File: src/rtl/pipe_stage_reg.sv
// Pipeline stage register: opaque payload, valid/ready handshake, 2-entry skid buffer, sync flush.
// Optional saturating stall/bubble perf counters when PIPE_REG_PERF_EN is defined.
module pipe_stage_reg #(
    parameter int unsigned       DATA_W     = 256,
    parameter logic [DATA_W-1:0] BUBBLE_VAL = {DATA_W{1'b0}},
    parameter int unsigned       CNT_W      = 32
) (
    input  logic              clk,
    input  logic              reset,
    input  logic              clr,
    input  logic              in_valid,
    output logic              in_ready,
    input  logic [DATA_W-1:0] in_data,
    output logic              out_valid,
    input  logic              out_ready,
    output logic [DATA_W-1:0] out_data,
    output logic [1:0]        occupancy
`ifdef PIPE_REG_PERF_EN
    ,
    output logic [CNT_W-1:0]  stall_cnt,
    output logic [CNT_W-1:0]  bubble_cnt
`endif
);

    if (DATA_W < 1) begin : g_bad_data_w
        $error("pipe_stage_reg: DATA_W must be >= 1");
    end
    if (CNT_W < 1) begin : g_bad_cnt_w
        $error("pipe_stage_reg: CNT_W must be >= 1");
    end

    logic              mv, sv;
    logic [DATA_W-1:0] md, sd;
    logic              in_fire, out_fire;

    // in_ready comes straight from the skid flop, so back-pressure never ripples combinationally
    assign in_ready  = ~sv;
    assign in_fire   = in_valid & ~sv;
    assign out_fire  = mv & out_ready;
    assign out_valid = mv;
    assign out_data  = mv ? md : BUBBLE_VAL;
    assign occupancy = {1'b0, mv} + {1'b0, sv};

    always_ff @(posedge clk or negedge reset) begin
        if (!reset) begin
            mv <= 1'b0;
            sv <= 1'b0;
            md <= BUBBLE_VAL;
            sd <= BUBBLE_VAL;
        end else if (clr) begin
            mv <= 1'b0;
            sv <= 1'b0;
            md <= BUBBLE_VAL;
            sd <= BUBBLE_VAL;
        end else if (!mv) begin
            if (in_fire) begin
                md <= in_data;
                mv <= 1'b1;
            end
        end else if (!sv) begin
            if (in_fire && out_fire) begin
                md <= in_data;
            end else if (out_fire) begin
                mv <= 1'b0;
                md <= BUBBLE_VAL;
            end else if (in_fire) begin
                sd <= in_data;
                sv <= 1'b1;
            end
        end else if (out_fire) begin
            // Full: drain skid into main; upstream is stalled this cycle
            md <= sd;
            sv <= 1'b0;
            sd <= BUBBLE_VAL;
        end
    end

`ifdef PIPE_REG_PERF_EN
    // Counters survive clr on purpose so flushes do not hide stall history
    always_ff @(posedge clk or negedge reset) begin
        if (!reset) begin
            stall_cnt  <= '0;
            bubble_cnt <= '0;
        end else begin
            if (mv && !out_ready && (stall_cnt != {CNT_W{1'b1}}))
                stall_cnt <= stall_cnt + CNT_W'(1);
            if (!mv && (bubble_cnt != {CNT_W{1'b1}}))
                bubble_cnt <= bubble_cnt + CNT_W'(1);
        end
    end
`endif

endmodule
File: config.mk
export PLATFORM = sky130hd
export DESIGN_NAME = pipe_stage_reg
export DESIGN_NICKNAME = d
export VERILOG_FILES = /design/src/rtl/pipe_stage_reg.sv
export SDC_FILE = /design/constraint.sdc
export NUM_CORES = 1
export LEC_CHECK = 0
export CAP_MARGIN = 20
export CELL_PAD_IN_SITES_DETAIL_PLACEMENT = 0
export CELL_PAD_IN_SITES_GLOBAL_PLACEMENT = 2
export CORE_AREA = 10 10 308 310
export DETAILED_ROUTE_END_ITERATION = 10
export DIE_AREA = 0 0 318 320
export PLACE_DENSITY = 0.81
export SLEW_MARGIN = 20
export SYNTH_ARGS = -nofsm -noshare
export SYNTH_HDL_FRONTEND = slang
export SYNTH_SLANG_ARGS = --single-unit
File: constraint.sdc
create_clock -name clk -period 2.75 [get_ports clk]
set_clock_uncertainty 0.05 [all_clocks]
set_input_delay 0.825 -clock clk [delete_from_list [all_inputs] [get_ports clk]]
set_output_delay 0.825 -clock clk [all_outputs]
set_load 0.05 [all_outputs]
==> results of run 1 <==
repair_timing:
action / CTS / global route
setup endpoints to repair: 254 / 259
buffers inserted: 23 / 5
hold buffers: 0 / 0
cloned: 19 / 6
pin swaps: 13 / 0
resized for setup: 190 / 30
kinds of logic after synthesis:
| logic type | after synthesis |
|---|---|
| flops | 514 |
| buf+inv | 373 |
| simple gates | 1801 |
| fa+ha+maj | 1 |
| compound gates | 517 |
cell usage in the layout (no fill, tap or decap), types with 19 or more instances in the layout:
master	n
o21ai_1	20
clkbuf_16	69
clkbuf_1	19
clkdlybuf4s50_1	256
dfrtp_1	512
buf_16	21
a22o_1	256
and2_4	176
nand3_1	768
and2_2	80
o21ai_0	236
nand4b_1	256
nand2b_1	513
buf_12	312
buf_4	57
per-stage QoR:
stage | hold slack [ps] | cell area (um^2) | setup TNS (ps) | util [%] | instances
2_1_floorplan | 415 | 29300 | 0 | - | 3206
3_3_place_gp | 431 | 38400 | 0 | 43.5 | 4619
3_5_place_dp | 433 | 38400 | 0 | 43.5 | 4619
4_1_cts | 65.9 | 41600 | -25860 | 47.2 | 4773
5_1_grt | 87.7 | 41900 | -29280 | 47.5 | 4794
6_report | 83.5 | 41900 | -15530 | 47.5 | 4796
power by group through the flow:
| stage | registers [uW] | clock network, uW | logic (uW) |
|---|---|---|---|
| detailed placement | 8470 | 0 | 4660 |
| finish | 8350 | 8430 | 5040 |
| global placement | 8470 | 0 | 4610 |
| floorplan | 8330 | 0 | 2490 |
| global route | 8410 | 8950 | 5370 |
| CTS | 8350 | 8660 | 5030 |
per-layer routing:
| layer | global-route usage [%] | routed length, um | up-vias |
|---|---|---|---|
| met3 | 4.50 | 6640 | 127 |
| met1 | 27.6 | 49000 | 13083 |
| met2 | 34.2 | 54700 | 679 |
| met5 | 0 | 164 | - |
| li1 | - | - | 12205 |
| met4 | 5.00 | 2090 | 24 |
flip-flops by register name, indices dropped and copies added, names as in the netlist:
register   count
sd           256
md           256
out_valid      1
sv             1
path summary, 6_finish.rpt:
path	start	to	slack, ps	cells past startpoint
setup / recovery	out_valid	out_data[62]	-140	6
hold / removal	reset	md[38]	80	1
setup reg to reg	out_valid	md[24]	150	8
hold reg to reg	md[185]	md[185]	450	1
max in group asynchronous	reset	md[181]	1640	2
min in group clk	md[185]	md[185]	450	1
cell type report:
class	instances	area, um^2	share of cell area (%)
Tap cell	1165	1460	3.48
Timing Repair Buffer	672	10400	24.8
Antenna cell	13	32.5	0.0777
Clock buffer	96	1840	4.39
Sequential cell	514	12900	30.7
Multi-Input combinational cell	2319	15100	36.0
Clock inverter	16	215	0.514
Inverter	1	3.75	0.00896
critical path: stages (launching register included):
cell and delay [ps]:
dfrtp_4 520, buf_4 170, buf_12 140, buf_6 120, buf_16 130, and2_4 150, buf_12 140
==> metrics.yaml, run 1 <==
syn_area_per_cell_um2: 9.06
drive_above_1_share_pct: 21.3
synthFlopType: "dfrtp_1"
pre_cts_slack_ps: 296
irDropWorstVdd_uv: 477
rows: 109
insertion_delay_ps: 630
dr.pass1.iters: 6
finalPower_uw: 21800
grt_start_max_net_pins: 138
fill_cells: 8088
core_um2: 88200
status: "finished with violations"
grt_overflow_total: 0
slew_headroom_pct: 38.2
synthCells: 3206
synthMuxAreaShare_pct: 0
io_buffer_count: 520
clockRootBuffer: "clkbuf_16"
slew_viol_final: 0
ys.warnings.count: 0
setup_viol: 210
yosys-top-cells-area: "dfrtp_1 44%, nand3_1 13%, nand2b_1 11%, a22o_1 7.7%, nand4b_1 7.7%"
fin_crit_ps: 2890
synth_compound_area_share_pct: 12.2
pwr-share-seq_pct: 38.3
path_clk_slew_ps: 70
worstPathMaxFanout: 6
drc: 0
yosys.area.top_type_share_pct: 44.3
hold_class: "input port to asynchronous set/reset pin"
cp_data_required_time_ps: 1880
internal_power_uw: 15400
io_pins: 521
async_flop_share_pct: 100
ys_ff_latch: 514
start_util_pct: 32.9
synth_top_family_by_area: "simple AND/OR/NAND/NOR gates"
ant_nets: 0
leakage_uw: 0.0174
grt_pass1_wl_um: 170000
worst_slack_ps: -139
synth_common_cells: "768 x nand3_1, 514 x dfrtp_1, 513 x nand2b_1, 268 x clkbuf_1, 257 x and2_1"
syn-num-nets: 3468
period_share_pct: 105
synth-xor-area-share_pct: 0
clockBufferDepth: 3
synth_largest_area_cell: "dfrtp_1"
yosysUniqueCellTypes: 22
numCtsBuffers: 61
drv_cap: 0
routabilityCongestion: 0.755
grt_antenna_before_repair: 26
drt_iter0_drc: 2238
grt_use_total_pct: 20.8
synth_area_um2: 29000
clock_power_share_pct: 38.6
p_sw_share_pct: 29.3
drt-total-wl_um: 113000
die_width_um: 318
synth-adder-area-share_pct: 0.0431
critPathCaptureType: "primary output"
crit_arrival_ps: 2010
synth_simple_gate_area_share_pct: 37.7
power_frac_comb_pct: 23.1
powerDensity_nw_per_um2: 521
ys_seq_area_share_pct: 44.3
htreeDepth: 2
tightest_slew_ps: 926
cts.sinks: 514
wl_per_cell_um: 23.5
hold_viol: 0
p_sw_uw: 6410
dp_hpwl_um: 67300
critical_path_class: "register to primary output"
violations: "setup timing"
viasPerCell: 5.45
cts_tree: "yes"
first_global_vias: 25373
crit_path_start_kind: "register"
synth.most_common_cell: "nand3_1"
layout.nets: 3831
vias: 26118
rsz0062_at_grt: "true"
die_y_um: 320
max_freq_mhz: 346
synth_edf_count: 0
dieArea_um2: 102000
area_growth_pct: 44.3
Power figures use the tool's default switching activity.
==> inputs of run 2 (changes only) <==
CAP_MARGIN = unset   (was 20)
TNS_END_PERCENT = 50   (was unset)
==> metrics.yaml, run 2 (synthesis gave the netlist of run 1 again) <==
setup_viol: 208
dp_hpwl_um: 67300
grt_antenna_before_repair: 26
mostFrequentLayoutCells: "768 x nand3_1, 513 x nand2b_1, 512 x dfrtp_1, 313 x buf_12"
htreeDepth: 2
rows: 109
fill_cells: 8088
slew_headroom_pct: 39.0
hold_viol: 0
finalPower_uw: 21800
worstPathMaxFanout: 6
grt_pass1_wl_um: 169000
routabilityCongestion: 0.755
max_freq_mhz: 347
layout.nets: 3832
final_cell_area_um2: 41900
cts_tree: "yes"
tightest_slew_ps: 915
fin_crit_ps: 2880
core_um2: 88200
critPathCaptureType: "primary output"
pre_cts_slack_ps: 296
layout_commonest_cell: "nand3_1"
clockRootBuffer: "clkbuf_16"
viasPerCell: 5.44
vias: 26126
period_share_pct: 105
placed_area_um2: 38400
dr.pass1.iters: 6
path_clk_slew_ps: 70
dieArea_um2: 102000
numCtsBuffers: 61
status: "finished with violations"
io_pins: 521
hold_ws_ps: 88.0
cts.sinks: 514
hold_class: "input port to asynchronous set/reset pin"
drc: 0
leakage_uw: 0.0175
crit_arrival_ps: 2010
first_global_vias: 25362
rsz0062_at_grt: "true"
clockBufferDepth: 3
ant_nets: 0
crit_path_start_kind: "register"
grt_start_max_net_pins: 138
die_y_um: 320
start_util_pct: 32.9
drt_iter0_drc: 2091
powerDensity_nw_per_um2: 521
grt_overflow_total: 0
slew_viol_final: 0
grt_use_total_pct: 20.8
insertion_delay_ps: 630
drt-total-wl_um: 112000
area_growth_pct: 44.4
die_width_um: 318
worst_slack_ps: -133
r2r_cells: 8
top_regs: "md x256, sd x256"
drv_cap: 0
wl_per_cell_um: 23.4
violations: "setup timing"
io_buffer_count: 520
drive_above_1_share_pct: 21.4
critical_path_class: "register to primary output"
irDropWorstVdd_uv: 423
cp_data_required_time_ps: 1880
run 2: cell types whose count changed in the layout (fill, tap and decap cells not counted), sizes merged:
cell,before,now
diode,13,15
bufbuf,7,6
buf,403,404
clkbuf,102,103
run 2: layout make-up:
class	count	area, um^2	area share (%)
Clock buffer	96	1840	4.39
Sequential cell	514	12900	30.7
Timing Repair Buffer	673	10400	24.7
Multi-Input combinational cell	2319	15100	36.1
Clock inverter	16	215	0.513
Tap cell	1165	1460	3.48
Antenna cell	15	37.5	0.0896
Inverter	1	3.75	0.00896
run 2: stage by stage:
| step | setup TNS (ps) | util [%] | instances |
|---|---|---|---|
| global route | -27450 | 47.5 | 4796 |
| floorplan | 0 | - | 3206 |
| finish | -13290 | 47.5 | 4799 |
| global placement | 0 | 43.5 | 4619 |
| CTS | -24810 | 47.2 | 4772 |
| detailed placement | 0 | 43.5 | 4619 |
run 2: worst paths after layout:
| kind | startpoint | end | slack (ps) |
|---|---|---|---|
| worst max-delay path | out_valid | out_data[62] | -130 |
| worst min-delay path | reset | md[38] | 90 |
| worst max register to register | out_valid | md[24] | 160 |
| worst min register to register | md[185] | md[185] | 450 |
| max in group asynchronous | reset | md[181] | 1640 |
| min in group clk | md[185] | md[185] | 450 |
run 2: power by group:
group          switching (uW)  leakage, uW  total [uW]  internal [uW]
Clock                    3400      0.00101        8420           5020
Combinational            2680      0.00953        5050           2370
Sequential                317      0.00692        8360           8040
run 2: worst max-delay path, stage by stage (launching register included):
cell	delay, ps
dfrtp_4	520
buf_6	160
buf_12	150
buf_6	120
buf_16	130
and2_4	150
buf_12	140
run 2: what timing repair did:
action / CTS / global route
gates resized for setup: 210 / 39
endpoints found under the hold margin: 0 / 0
gates cloned: 18 / 7
endpoints found under the setup margin: 254 / 259
pin swaps: 10 / 7
buffers inserted: 23 / 6
hold buffers: 0 / 0
run 2: layer usage:
layer,up-vias,GRT usage [%],share of wire [%]
met5,-,0,0.15
met4,24,4.98,1.8
met3,122,4.50,6.1
met2,699,34.1,49
met1,13080,27.5,43
li1,12201,-,-
